$ cat config.mk
export PLATFORM = sky130hd
export DESIGN_NAME = axi_wr_arbiter_flat
export DESIGN_NICKNAME = d
export VERILOG_FILES = /design/src/rtl/axi_wr_arbiter_if.sv /design/src/rtl/axi_wr_arbiter.sv /design/src/flat_wrapper.sv
export SDC_FILE = /design/constraint.sdc
export NUM_CORES = 1
export LEC_CHECK = 0
export BUFFER_PORTS_ARGS = -buffer_cell sky130_fd_sc_hd__buf_2
export CAP_MARGIN = 10
export CORE_AREA = 2 2 110 112
export DETAILED_ROUTE_END_ITERATION = 12
export DIE_AREA = 0 0 112 114
export GPL_TIMING_DRIVEN = 0
export HOLD_SLACK_MARGIN = 0.1
export PLACE_DENSITY_LB_ADDON = 0.1
export SLEW_MARGIN = 25
export SYNTH_ARGS = -nofsm -noshare
export SYNTH_HDL_FRONTEND = slang
export SYNTH_SLANG_ARGS = --single-unit
$ cat constraint.sdc
create_clock -name clk -period 2.26 [get_ports clk]
set_input_delay 0.113 -clock clk [delete_from_list [all_inputs] [get_ports clk]]
set_output_delay 0.113 -clock clk [all_outputs]
set_load 0.02 [all_outputs]
$ cat src/rtl/axi_wr_arbiter_if.sv
// Shared AXI4 write-channel bundle between NUM_M masters and one slave port.
// The slave modport is the arbiter's view; the master modport is the environment's view.
interface axi_wr_arbiter_if #(
   parameter int NUM_M  = 2,
   parameter int ADDR_W = 32,
   parameter int DATA_W = 32,
   parameter int ID_W   = 4
);
   logic [NUM_M-1:0]          m_awvalid;
   logic [NUM_M-1:0]          m_awready;
   logic [NUM_M*ADDR_W-1:0]   m_awaddr;
   logic [NUM_M*8-1:0]        m_awlen;
   logic [NUM_M*ID_W-1:0]     m_awid;
   logic [NUM_M-1:0]          m_wvalid;
   logic [NUM_M-1:0]          m_wready;
   logic [NUM_M*DATA_W-1:0]   m_wdata;
   logic [NUM_M*DATA_W/8-1:0] m_wstrb;
   logic [NUM_M-1:0]          m_wlast;
   logic [NUM_M-1:0]          m_bvalid;
   logic [NUM_M-1:0]          m_bready;
   logic [NUM_M*2-1:0]        m_bresp;
   logic [NUM_M*ID_W-1:0]     m_bid;

   logic                      s_awvalid;
   logic                      s_awready;
   logic [ADDR_W-1:0]         s_awaddr;
   logic [7:0]                s_awlen;
   logic [ID_W-1:0]           s_awid;
   logic                      s_wvalid;
   logic                      s_wready;
   logic [DATA_W-1:0]         s_wdata;
   logic [DATA_W/8-1:0]       s_wstrb;
   logic                      s_wlast;
   logic                      s_bvalid;
   logic                      s_bready;
   logic [1:0]                s_bresp;
   logic [ID_W-1:0]           s_bid;

   modport slave (
      input  m_awvalid, m_awaddr, m_awlen, m_awid,
      input  m_wvalid, m_wdata, m_wstrb, m_wlast, m_bready,
      input  s_awready, s_wready, s_bvalid, s_bresp, s_bid,
      output m_awready, m_wready, m_bvalid, m_bresp, m_bid,
      output s_awvalid, s_awaddr, s_awlen, s_awid,
      output s_wvalid, s_wdata, s_wstrb, s_wlast, s_bready
   );

   modport master (
      output m_awvalid, m_awaddr, m_awlen, m_awid,
      output m_wvalid, m_wdata, m_wstrb, m_wlast, m_bready,
      output s_awready, s_wready, s_bvalid, s_bresp, s_bid,
      input  m_awready, m_wready, m_bvalid, m_bresp, m_bid,
      input  s_awvalid, s_awaddr, s_awlen, s_awid,
      input  s_wvalid, s_wdata, s_wstrb, s_wlast, s_bready
   );
endinterface

$ cat src/rtl/axi_wr_arbiter.sv
// Round-robin arbiter sharing one AXI4 write port among NUM_M masters,
// owning a single AW/W/B transaction at a time.
module axi_wr_arbiter #(
   parameter int NUM_M  = 2,
   parameter int ADDR_W = 32,
   parameter int DATA_W = 32,
   parameter int ID_W   = 4
) (
   input  logic             clk,
   input  logic             rst,
   axi_wr_arbiter_if.slave  bus,
   output logic [NUM_M-1:0] grant,
   output logic             busy,
   output logic             wlast_err
);
   localparam int STRB_W = DATA_W / 8;
   localparam int IDX_W  = (NUM_M > 1) ? $clog2(NUM_M) : 1;
   localparam logic [IDX_W:0] NUM_M_C = (IDX_W + 1)'(NUM_M);

   typedef enum logic [1:0] {IDLE, ADDR, DATA, RESP} state_t;

   state_t            state;
   logic [IDX_W-1:0]  gidx;
   logic [IDX_W-1:0]  last_grant;
   logic [IDX_W-1:0]  winner;
   logic [IDX_W:0]    cand;
   logic              found;
   logic [7:0]        beat_cnt;
   logic [7:0]        len_q;

   logic              sel_awvalid;
   logic [ADDR_W-1:0] sel_awaddr;
   logic [7:0]        sel_awlen;
   logic [ID_W-1:0]   sel_awid;
   logic              sel_wvalid;
   logic [DATA_W-1:0] sel_wdata;
   logic [STRB_W-1:0] sel_wstrb;
   logic              sel_wlast;
   logic              sel_bready;

   logic              in_addr;
   logic              in_data;
   logic              in_resp;
   logic              aw_hs;
   logic              w_hs;
   logic              b_hs;
   logic              last_beat;

   // Search upward from the previous owner so every requester is reached within NUM_M grants.
   always_comb begin
      winner = last_grant;
      found  = 1'b0;
      cand   = '0;
      for (int i = 1; i <= NUM_M; i++) begin
         cand = {1'b0, last_grant} + (IDX_W + 1)'(i);
         if (cand >= NUM_M_C) cand = cand - NUM_M_C;
         if (!found && bus.m_awvalid[cand[IDX_W-1:0]]) begin
            winner = cand[IDX_W-1:0];
            found  = 1'b1;
         end
      end
   end

   always_comb begin
      sel_awvalid = 1'b0;
      sel_awaddr  = '0;
      sel_awlen   = '0;
      sel_awid    = '0;
      sel_wvalid  = 1'b0;
      sel_wdata   = '0;
      sel_wstrb   = '0;
      sel_wlast   = 1'b0;
      sel_bready  = 1'b0;
      for (int i = 0; i < NUM_M; i++) begin
         if (gidx == IDX_W'(i)) begin
            sel_awvalid = bus.m_awvalid[i];
            sel_awaddr  = bus.m_awaddr[i*ADDR_W +: ADDR_W];
            sel_awlen   = bus.m_awlen[i*8 +: 8];
            sel_awid    = bus.m_awid[i*ID_W +: ID_W];
            sel_wvalid  = bus.m_wvalid[i];
            sel_wdata   = bus.m_wdata[i*DATA_W +: DATA_W];
            sel_wstrb   = bus.m_wstrb[i*STRB_W +: STRB_W];
            sel_wlast   = bus.m_wlast[i];
            sel_bready  = bus.m_bready[i];
         end
      end
   end

   // Handshake qualifiers are forced low while reset is held so no valid/ready leaks out.
   assign in_addr   = rst && (state == ADDR);
   assign in_data   = rst && (state == DATA);
   assign in_resp   = rst && (state == RESP);
   assign last_beat = (beat_cnt == len_q);

   assign bus.s_awvalid = in_addr && sel_awvalid;
   assign bus.s_awaddr  = sel_awaddr;
   assign bus.s_awlen   = sel_awlen;
   assign bus.s_awid    = sel_awid;
   assign bus.m_awready = grant & {NUM_M{in_addr && bus.s_awready}};

   assign bus.s_wvalid  = in_data && sel_wvalid;
   assign bus.s_wdata   = sel_wdata;
   assign bus.s_wstrb   = sel_wstrb;
   assign bus.s_wlast   = in_data && last_beat;
   assign bus.m_wready  = grant & {NUM_M{in_data && bus.s_wready}};

   assign bus.s_bready  = in_resp && sel_bready;
   assign bus.m_bvalid  = grant & {NUM_M{in_resp && bus.s_bvalid}};
   assign bus.m_bresp   = {NUM_M{bus.s_bresp}};
   assign bus.m_bid     = {NUM_M{bus.s_bid}};

   assign aw_hs = in_addr && sel_awvalid && bus.s_awready;
   assign w_hs  = in_data && sel_wvalid && bus.s_wready;
   assign b_hs  = in_resp && bus.s_bvalid && sel_bready;
   assign busy  = (state != IDLE);

   always_ff @(posedge clk) begin
      if (!rst) begin
         state      <= IDLE;
         grant      <= '0;
         gidx       <= '0;
         last_grant <= IDX_W'(NUM_M - 1);
         beat_cnt   <= '0;
         len_q      <= '0;
         wlast_err  <= 1'b0;
      end else begin
         wlast_err <= 1'b0;
         case (state)
            IDLE: begin
               if (|bus.m_awvalid) begin
                  gidx  <= winner;
                  grant <= NUM_M'(1) << winner;
                  state <= ADDR;
               end
            end
            ADDR: begin
               if (aw_hs) begin
                  len_q    <= sel_awlen;
                  beat_cnt <= '0;
                  state    <= DATA;
               end
            end
            DATA: begin
               if (w_hs) begin
                  beat_cnt  <= beat_cnt + 8'd1;
                  wlast_err <= (sel_wlast != last_beat);
                  if (last_beat) state <= RESP;
               end
            end
            RESP: begin
               if (b_hs) begin
                  last_grant <= gidx;
                  grant      <= '0;
                  state      <= IDLE;
               end
            end
            default: state <= IDLE;
         endcase
      end
   end
endmodule

$ cat src/flat_wrapper.sv
// flat-port wrapper written by rule: the top's interface ports become plain ports
module axi_wr_arbiter_flat 
#(
   parameter int NUM_M  = 2,
   parameter int ADDR_W = 32,
   parameter int DATA_W = 32,
   parameter int ID_W   = 4
)
  (clk, rst, grant, busy, wlast_err, bus_m_awvalid, bus_m_awaddr, bus_m_awlen, bus_m_awid, bus_m_wvalid, bus_m_wdata, bus_m_wstrb, bus_m_wlast, bus_m_bready, bus_s_awready, bus_s_wready, bus_s_bvalid, bus_s_bresp, bus_s_bid, bus_m_awready, bus_m_wready, bus_m_bvalid, bus_m_bresp, bus_m_bid, bus_s_awvalid, bus_s_awaddr, bus_s_awlen, bus_s_awid, bus_s_wvalid, bus_s_wdata, bus_s_wstrb, bus_s_wlast, bus_s_bready);
  axi_wr_arbiter_if #(.NUM_M(NUM_M), .ADDR_W(ADDR_W), .DATA_W(DATA_W), .ID_W(ID_W)) bus_i ();
  input  logic clk;
  input  logic rst;
  output logic [NUM_M-1:0] grant;
  output logic busy;
  output logic wlast_err;
  input wire logic [$bits(bus_i.m_awvalid)-1:0] bus_m_awvalid;
  input wire logic [$bits(bus_i.m_awaddr)-1:0] bus_m_awaddr;
  input wire logic [$bits(bus_i.m_awlen)-1:0] bus_m_awlen;
  input wire logic [$bits(bus_i.m_awid)-1:0] bus_m_awid;
  input wire logic [$bits(bus_i.m_wvalid)-1:0] bus_m_wvalid;
  input wire logic [$bits(bus_i.m_wdata)-1:0] bus_m_wdata;
  input wire logic [$bits(bus_i.m_wstrb)-1:0] bus_m_wstrb;
  input wire logic [$bits(bus_i.m_wlast)-1:0] bus_m_wlast;
  input wire logic [$bits(bus_i.m_bready)-1:0] bus_m_bready;
  input wire logic [$bits(bus_i.s_awready)-1:0] bus_s_awready;
  input wire logic [$bits(bus_i.s_wready)-1:0] bus_s_wready;
  input wire logic [$bits(bus_i.s_bvalid)-1:0] bus_s_bvalid;
  input wire logic [$bits(bus_i.s_bresp)-1:0] bus_s_bresp;
  input wire logic [$bits(bus_i.s_bid)-1:0] bus_s_bid;
  output wire logic [$bits(bus_i.m_awready)-1:0] bus_m_awready;
  output wire logic [$bits(bus_i.m_wready)-1:0] bus_m_wready;
  output wire logic [$bits(bus_i.m_bvalid)-1:0] bus_m_bvalid;
  output wire logic [$bits(bus_i.m_bresp)-1:0] bus_m_bresp;
  output wire logic [$bits(bus_i.m_bid)-1:0] bus_m_bid;
  output wire logic [$bits(bus_i.s_awvalid)-1:0] bus_s_awvalid;
  output wire logic [$bits(bus_i.s_awaddr)-1:0] bus_s_awaddr;
  output wire logic [$bits(bus_i.s_awlen)-1:0] bus_s_awlen;
  output wire logic [$bits(bus_i.s_awid)-1:0] bus_s_awid;
  output wire logic [$bits(bus_i.s_wvalid)-1:0] bus_s_wvalid;
  output wire logic [$bits(bus_i.s_wdata)-1:0] bus_s_wdata;
  output wire logic [$bits(bus_i.s_wstrb)-1:0] bus_s_wstrb;
  output wire logic [$bits(bus_i.s_wlast)-1:0] bus_s_wlast;
  output wire logic [$bits(bus_i.s_bready)-1:0] bus_s_bready;
  assign bus_i.m_awvalid = bus_m_awvalid;
  assign bus_i.m_awaddr = bus_m_awaddr;
  assign bus_i.m_awlen = bus_m_awlen;
  assign bus_i.m_awid = bus_m_awid;
  assign bus_i.m_wvalid = bus_m_wvalid;
  assign bus_i.m_wdata = bus_m_wdata;
  assign bus_i.m_wstrb = bus_m_wstrb;
  assign bus_i.m_wlast = bus_m_wlast;
  assign bus_i.m_bready = bus_m_bready;
  assign bus_i.s_awready = bus_s_awready;
  assign bus_i.s_wready = bus_s_wready;
  assign bus_i.s_bvalid = bus_s_bvalid;
  assign bus_i.s_bresp = bus_s_bresp;
  assign bus_i.s_bid = bus_s_bid;
  assign bus_m_awready = bus_i.m_awready;
  assign bus_m_wready = bus_i.m_wready;
  assign bus_m_bvalid = bus_i.m_bvalid;
  assign bus_m_bresp = bus_i.m_bresp;
  assign bus_m_bid = bus_i.m_bid;
  assign bus_s_awvalid = bus_i.s_awvalid;
  assign bus_s_awaddr = bus_i.s_awaddr;
  assign bus_s_awlen = bus_i.s_awlen;
  assign bus_s_awid = bus_i.s_awid;
  assign bus_s_wvalid = bus_i.s_wvalid;
  assign bus_s_wdata = bus_i.s_wdata;
  assign bus_s_wstrb = bus_i.s_wstrb;
  assign bus_s_wlast = bus_i.s_wlast;
  assign bus_s_bready = bus_i.s_bready;
  axi_wr_arbiter #(.NUM_M(NUM_M), .ADDR_W(ADDR_W), .DATA_W(DATA_W), .ID_W(ID_W)) u_core (.clk(clk), .rst(rst), .bus(bus_i), .grant(grant), .busy(busy), .wlast_err(wlast_err));
endmodule
# == After elaboration in Yosys (flattened, before gate mapping) ==
# Cells that the tools add are included.
# classes
n_eq_ne,10
reduce_logical,27
shift,1
mux,29
add_sub_neg,5
n_bitwise,3
n_lt_le_gt_ge,4
# op_table
op,count
32-bit 2-to-1 mux,2
8-bit 2-to-1 mux,3
8-bit one-hot mux with 2 select lines,1
1-bit logical AND,14
1-bit 2-to-1 mux,13
2-bit 2-to-1 mux,6
"2-bit by 1-bit != test with 1-bit output, second input constant",5
3-bit AND reduction,3
"8-bit by 1-bit adder with 8-bit output, second input constant",1
8-bit == test,1
4-bit 2-to-1 mux,2
2-bit one-hot mux with 4 select lines,1
2-bit bitwise AND,3
2-bit AND reduction,3
2-bit nonzero test,3
5-bit AND reduction,1
"2-bit == test, second input constant",2
"2-bit greater-or-equal comparator, second input constant",2
"1-bit by 2-bit less-than comparator with 1-bit output, second input constant",2
2-bit one-hot mux with 2 select lines,1
"1-bit by 1-bit adder with 2-bit output, second input constant",1
"1-bit by 2-bit adder with 2-bit output, second input constant",1
"2-bit by 1-bit == test with 1-bit output, second input constant",1
2-bit zero test,1
other kinds (5),6
# totals
register_bits,23
in_bits,179

# == Depth between registers and ports, before layout ==
# depth
ltp_word,12
depth_mapped,7

# == Worst setup path after synthesis ==
# Ideal clock, no wire load.
# synth_timing
kind,reg-to-reg
from,register u_core.state[0]
to,register u_core.state[0]
t_arrival_ns,1.496
path_stages_with_launch,8
required_ns,2.145
n_path_buf,0
path_slack_ns,0.649
synth_period_minus_slack_ns,1.611
path_cell_list,dfxtp_1 > inv_1 > ha_1 > inv_1 > or3_1 > nand4_1 > a21oi_1 > o21a_1
# synth_between
elab_chain_cells,6
word_cells_on_any_way,20
# synth_lines
item,line_no,source
start: declaration,axi_wr_arbiter.sv:22,state_t state;
start signal: assignment,axi_wr_arbiter.sv:119,state <= IDLE;
start signal: assignment,axi_wr_arbiter.sv:133,state <= ADDR;
start signal: assignment,axi_wr_arbiter.sv:140,state <= DATA;
2-bit == test (tied with other cells),"axi_wr_arbiter.sv:92, axi_wr_arbiter.sv:128",
"1-bit logical AND, on equally long branches","axi_wr_arbiter.sv:92, axi_wr_arbiter.sv:90, axi_wr_arbiter.sv:91",
"1-bit logical AND, on equally long branches (2 in series)","axi_wr_arbiter.sv:114, axi_wr_arbiter.sv:112, axi_wr_arbiter.sv:113",
2-bit by 1-bit != test with 1-bit output (no line),n/a,
5-bit AND reduction (no line),n/a,
# Several ways; a longest one is shown, not always the timed one.
# A chain may end at the register's enable or synchronous reset.

# == Final worst setup path ==
# layout_timing
from,register u_core.gidx
to,output bus_s_wdata[23]
# layout_between
elab_chain_cells,1
# layout_lines
item,line_no,source
start: declaration,axi_wr_arbiter.sv:23,logic [IDX_W-1:0] gidx;
start signal: assignment,axi_wr_arbiter.sv:131,gidx <= winner;
32-bit 2-to-1 mux,axi_wr_arbiter.sv:75,if (gidx == IDX_W'(i)) begin
end: declaration,flat_wrapper.sv:40,output wire logic [$bits(bus_i.s_wdata)-1:0] bus_s_wdata;
# Every way passes these cells.

==> metrics.csv <==
stage,metric,value,unit
synth,Synth Instances,257,
critical_path,startpoint types,flop,
synth,count of state elements after synthesis,23,
pwr,PwrDens,677,nW/µm²
clock_tree,post-CTS setup buffer count,0,
pwr,leakage,2.08,nW
synth,most common cell in the netlist,mux2_2,
worst_hold_path,hold path cells,3,
detailed_routing,ANT nets after route,0,
placed_design,DP HPWL,10300,µm
floorplan,Starting Density,20.0,%
floorplan,Core Area,11700,µm²
global_route,GRT Overall Usage,17.1,%
critical_path,worst endpoint required time,2.15,ns
finish,Synth-to-Final Area Change,70.7,%
synth,Synth area leader,mux2_2,
global_route,pin count of the biggest net entering global routing,14,
critical_path,Crit. End Element,output port,
clock_tree,"CTS clk-pin slew, worst paths",0.06,ns
global_route,grt ovf,0,
synth,largest cells by area after synthesis,"mux2_2 (39%), dfxtp_1 (20%), mux2i_1 (4.7%), buf_4 (3.8%), xor2_1 (3.7%)",
finish,final instance area,4000,µm²
timing,final hold viol count,0,
global_route,first-pass GRT wire length,16900,µm
synth,Mean Syn Cell Area,9.11,µm²
finish,share of cells above drive strength 1,72.5,%
critical_path,worst path arrival time,1.86,ns
detailed_routing,Initial DRC Count,92,
floorplan,Die Ht,114,µm
worst_hold_path,Hold Path Sink,u_core.last_grant,
finish,# diodes,0,
finish,nets@finish,724,
timing,Slew HR,62.3,%
global_route,vias in the first global route,2959,
synth,Netlist cell types,39,
pwr,Pwr Total,2.71,mW
critical_path,worst r2r src,u_core.state[0],
timing,final setup TNS,0,ns
worst_hold_path,min-delay src,bus_m_bready[1],
timing,Worst Tran Pin Value,0.565,ns
clock_tree,CTS Buf Count,3,
run_status,status,finished clean,
worst_hold_path,Worst Hold Class,in -> reg,
critical_path,crit path max fanout,10,
timing,Final Slew Violations,0,
run,Max-cap violations,0,
critical_path,Worst Setup Path Type,reg -> out,
synth,syn_nets,441,
critical_path,RR Endpoint,u_core.beat_cnt[7],
timing,post-layout minimum cycle time,1.97,ns
clock_tree,Root Driver,clkbuf_16,
critical_path,R2R depth,7,
pwr,"IR drop worst, VDD",0.300,mV
timing,RSZ-0062 raised after global routing,no,
detailed_routing,drt drc,0,
synth,ys async rst share,0,%
floorplan,Die Span X,112,µm
timing,Tcrit/Tclk final,87.2,%
synth,number of synthesized flops with an enable pin,0,
clock_tree,Sink Count,23,
synth,post-synthesis sequential area ratio,19.7,%
clock_tree,cts hold-fix bufs,0,
clock_tree,post-cts resize count,0,
timing,worst clock skew,0.00248,ns
clock_tree,H-tree levels,1,
synth,Synth top area share,39.0,%
synth,commonest cells in the synthesized netlist,"mux2_2 (81), dfxtp_1 (23), nor2_1 (20)",
floorplan,IO Pins,285,
synth,Post-Synthesis Cell Area,2340,µm²
placed_design,dpl cell area,3920,µm²
detailed_routing,vias post-DR,2938,
critical_path,reg2reg setup slack,0.40,ns
placed_design,number of buffers added on ports,278,
timing,fmax,507,MHz
timing,Final Hold Slack,0.179,ns
synth,top_reg_cell synth,dfxtp_1,
detailed_routing,routed len/inst,16.9,µm
finish,number of fill cells,1290,
detailed_routing,DRT Wirelength,11600,µm
timing,final setup margin,0.289,ns
clock_tree,TritonCTS clock tree,done,
synth,synthesis warning total,0,
floorplan,Cell Rows,40,
clock_tree,clock buffer depth,2,
global_route,initial antenna violation count,0,
placed_design,pre-CTS setup slack,0.419,ns
timing,final number of setup-violating endpoints,0,
detailed_routing,via/cell ratio,4.28,
placed_design,RePlAce Congestion,0.835,
clock_tree,later-pin clock latency in the skew report,0.26,ns
floorplan,die area,12800,µm²
detailed_routing,Initial DRT Pass Iterations,4,
critical path, cell delays in order, from the launching register on:
cell,delay [ns]
dfxtp_1,0.33
buf_6,0.13
buf_2,0.24
buf_2,0.32
mux2_2,0.39
buf_2,0.18
where the power goes:
group	switching, mW	internal (mW)
logic	1.07	0.740
clock network	0.155	0.238
registers	0.0480	0.452
total	1.27	1.43
worst max-delay path by stage:
stage	start	endpoint	slack, ns	depth (start not counted)
after floorplan	u_core.state[0]	u_core.state[0]	0.65	7
after detailed placement	u_core.state[0]	u_core.beat_cnt[7]	0.42	7
after global placement	u_core.state[0]	u_core.beat_cnt[7]	0.41	7
after global routing	u_core.state[0]	u_core.beat_cnt[7]	0.15	7
final	u_core.gidx	bus_s_wdata[23]	0.29	5
after CTS	u_core.gidx	bus_s_awaddr[15]	0.26	5
cell usage in the layout, fill, tap and decap left out, types with 2 or more instances in the layout:
| master | count |
|---|---|
| nand4_1 | 5 |
| buf_4 | 12 |
| mux2i_1 | 11 |
| nor3_1 | 3 |
| nand3_1 | 6 |
| or3_1 | 2 |
| clkbuf_1 | 4 |
| clkbuf_16 | 3 |
| and3_1 | 5 |
| dfxtp_1 | 23 |
| and2_1 | 2 |
| mux2_2 | 81 |
| buf_2 | 287 |
| inv_1 | 8 |
| nor4_1 | 4 |
| ha_1 | 5 |
| xor2_1 | 10 |
| a21oi_1 | 8 |
| nor2_1 | 20 |
| o21ai_0 | 4 |
| nand2_1 | 16 |
state kept, by name (all words and copies together) (netlist names):
name               count
u_core.beat_cnt        8
u_core.gidx            1
u_core.grant           2
u_core.last_grant      1
u_core.len_q           8
u_core.state           2
u_core.wlast_err       1
per-layer routing:
| metal | vias up | wire (µm) | track usage (%) |
|---|---|---|---|
| li1 | 1469 | - | - |
| met1 | 1316 | 4830 | 21.0 |
| met2 | 148 | 5090 | 27.3 |
| met3 | 5 | 1570 | 8.93 |
| met4 | 0 | 68 | 2.44 |
| met5 | - | 0 | 0 |
through the flow:
stage               util [%]  instances
floorplan                  -        257
global placement        33.4        682
detailed placement      33.4        682
CTS                     34.1        686
global route            34.1        686
finish                  34.1        686
cell families (layout without fill, tap and decap cells):
kind of cell	after synthesis	count (layout)	synth area share, %
adder cells (fa/ha/maj)	5	5	2.67
AND/OR/NAND/NOR	68	68	14.1
AO/OA/AOI/OAI	23	23	6.63
multiplexers	93	93	44.6
flip-flops	23	23	19.7
XOR/XNOR	11	11	4.12
buffers and inverters	34	316	8.18
cell type report:
cell class	instances	area [µm²]	share of cell area (%)
Multi-Input combinational cell	200	1690	42.3
Timing Repair Buffer	278	1390	34.8
Sequential cell	23	460	11.5
Tap cell	147	184	4.60
Buffer	26	161	4.04
Clock buffer	3	75.1	1.88
Inverter	8	30.0	0.751
Clock inverter	1	5.00	0.125
No activity file was read; power rests on OpenSTA's default activity.
